==> config.mk <==
export PLATFORM = sky130hd
export DESIGN_NAME = lsu_ctrl
export DESIGN_NICKNAME = d
export VERILOG_FILES = /design/src/rtl/lsu_pkg.sv /design/src/rtl/lsu_check.sv /design/src/rtl/lsu_ctrl.sv
export SDC_FILE = /design/constraint.sdc
export NUM_CORES = 1
export LEC_CHECK = 0
export ABC_CLOCK_PERIOD_IN_PS = 5500
export CAP_MARGIN = 20
export CORE_MARGIN = 4
export CORE_UTILIZATION = 40
export CTS_BUF_LIST = sky130_fd_sc_hd__clkbuf_4 sky130_fd_sc_hd__clkbuf_8
export CTS_CLUSTER_SIZE = 14
export DETAILED_ROUTE_END_ITERATION = 10
export PLACE_DENSITY = 0.75
export SLEW_MARGIN = 30
export SYNTH_ARGS = -nofsm -noshare
export SYNTH_HDL_FRONTEND = slang
export SYNTH_SLANG_ARGS = --single-unit
==> constraint.sdc <==
create_clock -name clk_i -period 5.5 [get_ports clk_i]
set_clock_uncertainty 0.15 [all_clocks]
set_input_delay 0.825 -clock clk_i [delete_from_list [all_inputs] [get_ports clk_i]]
set_output_delay 0.825 -clock clk_i [all_outputs]
set_load 0.01 [all_outputs]
==> src/rtl/lsu_pkg.sv <==
// lsu_pkg: shared definitions for the load/store controller.
//   - memop encodings as seen on req_memop / mem_memop
//   - response error codes as seen on rsp_err
//   - FSM state type of lsu_ctrl
package lsu_pkg;

  localparam logic [2:0] MEMOP_LB  = 3'b000;
  localparam logic [2:0] MEMOP_LH  = 3'b001;
  localparam logic [2:0] MEMOP_LW  = 3'b010;
  localparam logic [2:0] MEMOP_LBU = 3'b100;
  localparam logic [2:0] MEMOP_LHU = 3'b101;

  localparam logic [1:0] ERR_NONE     = 2'b00;
  localparam logic [1:0] ERR_MISALIGN = 2'b01;
  localparam logic [1:0] ERR_RANGE    = 2'b10;
  localparam logic [1:0] ERR_MEMOP    = 2'b11;

  typedef enum logic [2:0] {
    StIdle,
    StRd,
    StCap,
    StWr,
    StResp
  } lsu_state_t;

endpackage

==> src/rtl/lsu_check.sv <==
// lsu_check: combinational request classifier.
//   we_i    : 1 = store, 0 = load
//   memop_i : access type (lsu_pkg MEMOP_*)
//   addr_i  : byte address
//   err_o   : ERR_NONE, or the highest-priority error (memop > misalign > range)
module lsu_check
  import lsu_pkg::*;
#(
  parameter int unsigned MEM_AW = 17
) (
  input  logic        we_i,
  input  logic [2:0]  memop_i,
  input  logic [31:0] addr_i,
  output logic [1:0]  err_o
);

  logic memop_bad;
  logic misalign;
  logic out_of_range;

  always_comb begin
    memop_bad = 1'b0;
    misalign  = 1'b0;
    case (memop_i)
      MEMOP_LB:  memop_bad = 1'b0;
      MEMOP_LH:  misalign  = addr_i[0];
      MEMOP_LW:  misalign  = |addr_i[1:0];
      MEMOP_LBU: memop_bad = we_i;
      MEMOP_LHU: begin
        memop_bad = we_i;
        misalign  = addr_i[0];
      end
      default:   memop_bad = 1'b1;
    endcase
  end

  // Any address bit at or above MEM_AW lies outside the backed memory.
  assign out_of_range = |(addr_i >> MEM_AW);

  always_comb begin
    if (memop_bad) begin
      err_o = ERR_MEMOP;
    end else if (misalign) begin
      err_o = ERR_MISALIGN;
    end else if (out_of_range) begin
      err_o = ERR_RANGE;
    end else begin
      err_o = ERR_NONE;
    end
  end

endmodule

==> src/rtl/lsu_ctrl.sv <==
// lsu_ctrl: one-at-a-time load/store controller in front of data_mem.
//   clk_i / rst_ni          : clock, asynchronous active-low reset
//   req_*                   : request channel (valid/ready), we, memop, addr, wdata
//   mem_*_o / mem_dataout_i : registered drive to data_mem, extended read data back
//   rsp_*                   : response channel (valid/ready), rdata, err code
//   ld_cnt_o/st_cnt_o/err_cnt_o : saturating debug counters
// Loads take IDLE->RD->CAP->RESP to cover data_mem's one-cycle read latency,
// stores IDLE->WR->RESP, rejected requests IDLE->RESP.
module lsu_ctrl
  import lsu_pkg::*;
#(
  parameter int unsigned MEM_AW = 17,
  parameter int unsigned CNT_W  = 16
) (
  input  logic             clk_i,
  input  logic             rst_ni,
  input  logic             req_valid_i,
  output logic             req_ready_o,
  input  logic             req_we_i,
  input  logic [2:0]       req_memop_i,
  input  logic [31:0]      req_addr_i,
  input  logic [31:0]      req_wdata_i,
  output logic [31:0]      mem_addr_o,
  output logic [31:0]      mem_datain_o,
  output logic [2:0]       mem_memop_o,
  output logic             mem_we_o,
  input  logic [31:0]      mem_dataout_i,
  output logic             rsp_valid_o,
  input  logic             rsp_ready_i,
  output logic [31:0]      rsp_rdata_o,
  output logic [1:0]       rsp_err_o,
  output logic [CNT_W-1:0] ld_cnt_o,
  output logic [CNT_W-1:0] st_cnt_o,
  output logic [CNT_W-1:0] err_cnt_o
);

  lsu_state_t       state_q, state_d;
  logic [1:0]       chk_err;
  logic             accept;
  logic [31:0]      addr_q, datain_q, rdata_q;
  logic [2:0]       memop_q;
  logic             we_q;
  logic [1:0]       err_q;
  logic [CNT_W-1:0] ld_cnt_q, st_cnt_q, err_cnt_q;

  lsu_check #(
    .MEM_AW (MEM_AW)
  ) u_check (
    .we_i    (req_we_i),
    .memop_i (req_memop_i),
    .addr_i  (req_addr_i),
    .err_o   (chk_err)
  );

  assign accept = req_valid_i & (state_q == StIdle);

  always_comb begin
    state_d = state_q;
    unique case (state_q)
      StIdle: begin
        if (req_valid_i) begin
          if (chk_err != ERR_NONE) begin
            state_d = StResp;
          end else if (req_we_i) begin
            state_d = StWr;
          end else begin
            state_d = StRd;
          end
        end
      end
      StRd:   state_d = StCap;
      StCap:  state_d = StResp;
      StWr:   state_d = StResp;
      StResp: if (rsp_ready_i) state_d = StIdle;
      default: state_d = StIdle;
    endcase
  end

  always_ff @(posedge clk_i or negedge rst_ni) begin
    if (!rst_ni) begin
      state_q   <= StIdle;
      addr_q    <= '0;
      datain_q  <= '0;
      memop_q   <= '0;
      we_q      <= 1'b0;
      err_q     <= ERR_NONE;
      rdata_q   <= '0;
      ld_cnt_q  <= '0;
      st_cnt_q  <= '0;
      err_cnt_q <= '0;
    end else begin
      state_q <= state_d;
      // Registered from the next state so mem_we has no path from req_* to the pin.
      we_q    <= (state_d == StWr);

      if (accept) begin
        addr_q   <= req_addr_i;
        memop_q  <= req_memop_i;
        datain_q <= req_we_i ? req_wdata_i : '0;
        err_q    <= chk_err;
        rdata_q  <= '0;
        if ((chk_err != ERR_NONE) && !(&err_cnt_q)) begin
          err_cnt_q <= err_cnt_q + 1'b1;
        end
      end

      // data_mem output is valid during CAP; capture it on the way into RESP.
      if (state_q == StCap) begin
        rdata_q <= mem_dataout_i;
        if (!(&ld_cnt_q)) begin
          ld_cnt_q <= ld_cnt_q + 1'b1;
        end
      end

      if ((state_q == StWr) && !(&st_cnt_q)) begin
        st_cnt_q <= st_cnt_q + 1'b1;
      end
    end
  end

  assign req_ready_o  = (state_q == StIdle);
  assign rsp_valid_o  = (state_q == StResp);
  assign mem_addr_o   = addr_q;
  assign mem_datain_o = datain_q;
  assign mem_memop_o  = memop_q;
  assign mem_we_o     = we_q;
  assign rsp_rdata_o  = rdata_q;
  assign rsp_err_o    = err_q;
  assign ld_cnt_o     = ld_cnt_q;
  assign st_cnt_o     = st_cnt_q;
  assign err_cnt_o    = err_cnt_q;

endmodule

# Word level (Yosys, flattened, before mapping)
# Cells that the tools add are included.
# W data, S select, Z words.
[word_totals] register_bits=153 latch_bits=0 mem_bits_rw=0 rom_bits=0 in_bits=104 wordCells=56 n_memories=0
[classes] n_addsub=3 multipliers=0 div_mod_pow=0 n_lt_le_gt_ge=0 n_eq_ne=9 n_shift=0 muxes=13 bitwise_logic=2 reduce_logical=19
[op_table] cell="$mux W32" count=3
[op_table] cell="$add A16 B1 Y16 const B" count=3
[op_table] cell="$reduce_and A16 Y1" count=3
[op_table] cell="$reduce_or A15 Y1" count=1
[op_table] cell="$eq A3 B2 Y1 const B" count=4
[op_table] cell="$pmux W3 S4" count=1
[op_table] cell="$eq A3 B3 Y1 const B" count=3
[op_table] cell="$mux W3" count=3
[op_table] cell="$mux W2" count=4
[op_table] cell="$reduce_or A2 Y1" count=4
[op_table] cell="$eq A3 B1 Y1 const B" count=2
[op_table] cell="$logic_not A3 Y1" count=2
[op_table] cell="$pmux W1 S2" count=2
[op_table] cell="$reduce_and A2 Y1" count=2
[op_table] cell="$reduce_bool A2 Y1" count=2
[op_table] cell="$reduce_or A3 Y1" count=1
[op_table] cell="$logic_and A1 B1 Y1" count=2
[op_table] cell="$logic_not A1 Y1" count=2
[op_table] cell="$and A1 B1 Y1" count=1
[op_table] cell="$not A1 Y1" count=1

# Longest topological paths before layout
[logic_depth] depth_word=10 ltp_mapped=8

# Cells and area by module
# A second synthesis with hierarchy kept.
[unflattened] hier_cells=662 area_unflattened_um2=6362.4
[by_module_without_submodules] module="lsu_ctrl" n_inst=1 cells_per_inst=649 area_per_inst_um2=6284.8 seq_area_each_um2=3828.7
[by_module_without_submodules] module="lsu_check" n_inst=1 cells_per_inst=13 area_per_inst_um2=77.6 seq_area_each_um2=0.0

# Worst setup path after synthesis
# Ideal clock, no wire load.
[synth_path] kind="input to register" from="in req_addr_i[19]" to="reg err_cnt_q[1], in the netlist err_cnt_o[1]" setup_time_ps=125 t_arrival_ps=2085 t_required_ps=5225 path_slack_ps=3140 stages=6 cell_sequence="nor4_1 -> nand4_1 -> or2_2 -> clkbuf_1 -> nand2_1 -> mux2_2"
[synth_between] elab_chain_cells=7
[synth_rtl] item="start, declared" line_no="lsu_ctrl.sv:21" rtl="input logic [31:0] req_addr_i,"
[synth_rtl] item="$reduce_or A15 Y1" line_no="lsu_check.sv:38" rtl="assign out_of_range = |(addr_i >> MEM_AW);"
[synth_rtl] item="$mux W2" line_no="lsu_check.sv:45" rtl="end else if (out_of_range) begin"
[synth_rtl] item="$mux W2" line_no="lsu_check.sv:43" rtl="end else if (misalign) begin"
[synth_rtl] item="$mux W2" line_no="lsu_check.sv:41" rtl="if (memop_bad) begin"
[synth_rtl] item="$reduce_bool A2 Y1" line_no="lsu_ctrl.sv:102" rtl="if ((chk_err != ERR_NONE) && !(&err_cnt_q)) begin"
[synth_rtl] item="$logic_and A1 B1 Y1" line_no="lsu_ctrl.sv:102"
[synth_rtl] item="$reduce_and A2 Y1 (no source line)"
[synth_rtl] item="end signal, assigned" line_no="lsu_ctrl.sv:103" rtl="err_cnt_q <= err_cnt_q + 1'b1;"
[synth_rtl] item="end, declared" line_no="lsu_ctrl.sv:44" rtl="logic [CNT_W-1:0] ld_cnt_q, st_cnt_q, err_cnt_q;"
# No other way between the ends.
# A chain may end at the register's enable or synchronous reset.

# Worst setup path after layout
[layout_path] from="reg state_q[2]" to="out req_ready_o"
[layout_between] elab_chain_cells=1
[layout_rtl] item="start, declared" line_no="lsu_ctrl.sv:37" rtl="lsu_state_t state_q, state_d;"
[layout_rtl] item="start signal, assigned" line_no="lsu_ctrl.sv:81" rtl="state_q <= StIdle;"
[layout_rtl] item="start signal, assigned" line_no="lsu_ctrl.sv:92" rtl="state_q <= state_d;"
[layout_rtl] item="$logic_not A3 Y1" line_no="lsu_ctrl.sv:121" rtl="assign req_ready_o = (state_q == StIdle);"
[layout_rtl] item="end, declared" line_no="lsu_ctrl.sv:18" rtl="output logic req_ready_o,"
# No other way between the ends.

==> qor.yml <==
status: "finished, final reports clean"
synth_seq_cells: 153
drt_iter0_markers: 260
cts_resized: 0
clock-root-buffer: "clkbuf_8"
p_per_area_nw_per_um2: 371
period_share_pct: 51.5
max_cap_viol_count: 0
clock_latency_ns: 0.44
first_pass_iters: 4
syn2layout_area_growth_pct: 48.1
clkSinkCount: 153
htreeDepth: 4
async_flop_share_pct: 100
rrSetupSlack_ns: 3.17
yosysMostFrequentCell: "nand2_1"
pin_count: 256
synth_top_area_share_pct: 59.1
maxUsedRoutingLayer: "met4"
period_minus_slack_ns: 2.83
num_vias: 5593
grt_max_degree: 107
ant_nets: 0
tightest_slew_ns: 0.854
worst_slack_ns: 2.67
synth_area_leaders: "dfrtp_1 59%, nand2_1 15%, nand3_1 3.9%"
holdWs_ns: 0.316
cts_tree: "yes"
finalHoldViolCount: 0
syn_avg_cell_area_um2: 9.52
layout.nets: 1032
finalWeightedCongestion: 0.823
synth_top_area_cell: "dfrtp_1"
yosys_most_used_dff: "dfrtp_1"
endpoint: "req_ready_o"
slew_violations: 0
syn-num-nets: 788
startpoint: "state_q[2]$_DFF_PN0_"
clk_pin_slew_ns: 0.07
grt_pass1_vias: 5574
vdd_drop_max_uv: 239
fin_area_um2: 9600
fmax_mhz: 353
synth_enable_flop_cells: 0
route.met3.wl_um: 1480
synthDistinctLibCells: 44
fp-row-count: 46
die_y_um: 135
dpl.hpwl_um: 12600
path_max_fanout: 10
fp.dieW_um: 135
dieArea_um2: 18300
cts_buffer_depth: 2
dr_wl_met2_um: 8340
finalWirelength_um: 17900
finalSetupViolations: 0
critPathArrivalTime_ns: 1.86
power_mw: 3.56
dp.cells: 1122
cts_setup_buffers: 0
crit_type: "register to output pin"
cp-end-kind: "output pin"
initial_utilization_pct: 40.8
seq_area_frac_synth_pct: 59.1
antenna_found_initial: 0
worstSetupStartpointType: "register"
place_ws_ns: 2.30
tns_ns: 0
rr_endpoint: "ld_cnt_o[11]$_DFFE_PN0P_"
layout-drive-gt1-share_pct: 5.65
overflow: 0
grt_first_pass_wirelength_um: 28500
synth_cells: 681
grt_usage_pct: 19.4
r2r.worst_path.cells: 6
fp.coreArea_um2: 15900
cp_data_required_time_ns: 4.53
dpl-instance-area_um2: 9210
slew_headroom_pct: 43.1
num_antenna_cells: 0
ys_top_cells_by_count: "256 x nand2_1, 153 x dfrtp_1, 50 x nand3_1"
portBuffers: 255
synth_area_um2: 6480
wire_per_inst_um: 15.5
layout.cells.non_filler: 1154
fin_util_pct: 60.4
ys_warn_count: 0
viasPerCell: 4.85
met1_length_um: 7740
p_leak_nw: 4.31
drc: 0
cts_buffers: 17
rsz0062_at_grt: "false"
min_path_type: "register to register"
hold_buffers: 0
reg2reg_from: "state_q[1]$_DFF_PN0_"
-- area by class of cell --
cell class / instances / area, um2
tap: 216 / 270
fill: 1386 / 6290
clock buffer: 21 / 283
timing repair buffer: 261 / 2620
inverter: 3 / 11.3
clock inverter: 11 / 97.6
sequential: 153 / 3830
multi-input combinational: 489 / 2480
-- sequential cells by signal, indices dropped and copies added, names as in the netlist --
register	cells
mem_addr_o	32
mem_datain_o	32
rsp_rdata_o	32
err_cnt_o	16
ld_cnt_o	16
st_cnt_o	16
mem_memop_o	3
state_q	3
rsp_err_o	2
mem_we_o	1
-- cells by family (layout without fill, tap and decap cells) --
| family | after synthesis | in the layout | synth area share (%) |
|---|---|---|---|
| AOI/OAI and AO/OA | 54 | 54 | 4.65 |
| xor gates and xnor gates | 37 | 37 | 5.00 |
| DFF | 153 | 153 | 59.1 |
| buffers and inverters | 39 | 296 | 2.78 |
| and+or+nand+nor | 389 | 389 | 26.9 |
| adders and majority gates | 3 | 3 | 0.579 |
| muxes | 6 | 6 | 1.04 |
-- power by group --
| part | switching (mW) | internal [mW] |
|---|---|---|
| sequential | 0.159 | 1.38 |
| combinational | 0.569 | 0.641 |
| clock | 0.415 | 0.397 |
-- placed cells by master (no fill, tap or decap), drive strengths merged, types with 2 or more instances in the layout --
master	count
a21oi	8
a31oi	2
a41oi	2
and2	4
and3	6
and4	6
buf	6
clkbuf	22
clkdlybuf4s50	254
clkinv	6
clkinvlp	4
dfrtp	153
ha	3
inv	3
mux2	6
nand2	256
nand3	50
nand3b	2
nand4	16
nor2	20
nor3	12
nor3b	3
nor4	6
o21a	4
o21ai	35
xnor2	26
xor2	11
-- layer usage --
metal | vias up | global-route usage (%)
met5 | - | 0
met4 | 0 | 7.22
met3 | 23 | 6.54
met2 | 190 | 30.3
met1 | 2646 | 25.3
li1 | 2734 | -
-- critical path, stage by stage (launching register included) --
cell,delay [ns]
dfrtp_1,0.52
nor3_4,0.31
clkdlybuf4s50_1,0.60
-- how the worst min path moves through the flow --
stage                                       from                            to  cells after the start  slack, ns
CTS                  mem_datain_o[9]$_DFFE_PN0P_   mem_datain_o[9]$_DFFE_PN0P_                      2       0.32
detailed placement  mem_datain_o[22]$_DFFE_PN0P_  mem_datain_o[22]$_DFFE_PN0P_                      2       0.30
global route         mem_datain_o[1]$_DFFE_PN0P_   mem_datain_o[1]$_DFFE_PN0P_                      2       0.34
finish               mem_datain_o[9]$_DFFE_PN0P_   mem_datain_o[9]$_DFFE_PN0P_                      2       0.32
global placement     mem_datain_o[7]$_DFFE_PN0P_   mem_datain_o[7]$_DFFE_PN0P_                      2       0.30
floorplan            mem_datain_o[0]$_DFFE_PN0P_   mem_datain_o[0]$_DFFE_PN0P_                      2       0.36
Power figures use the tool's default switching activity.
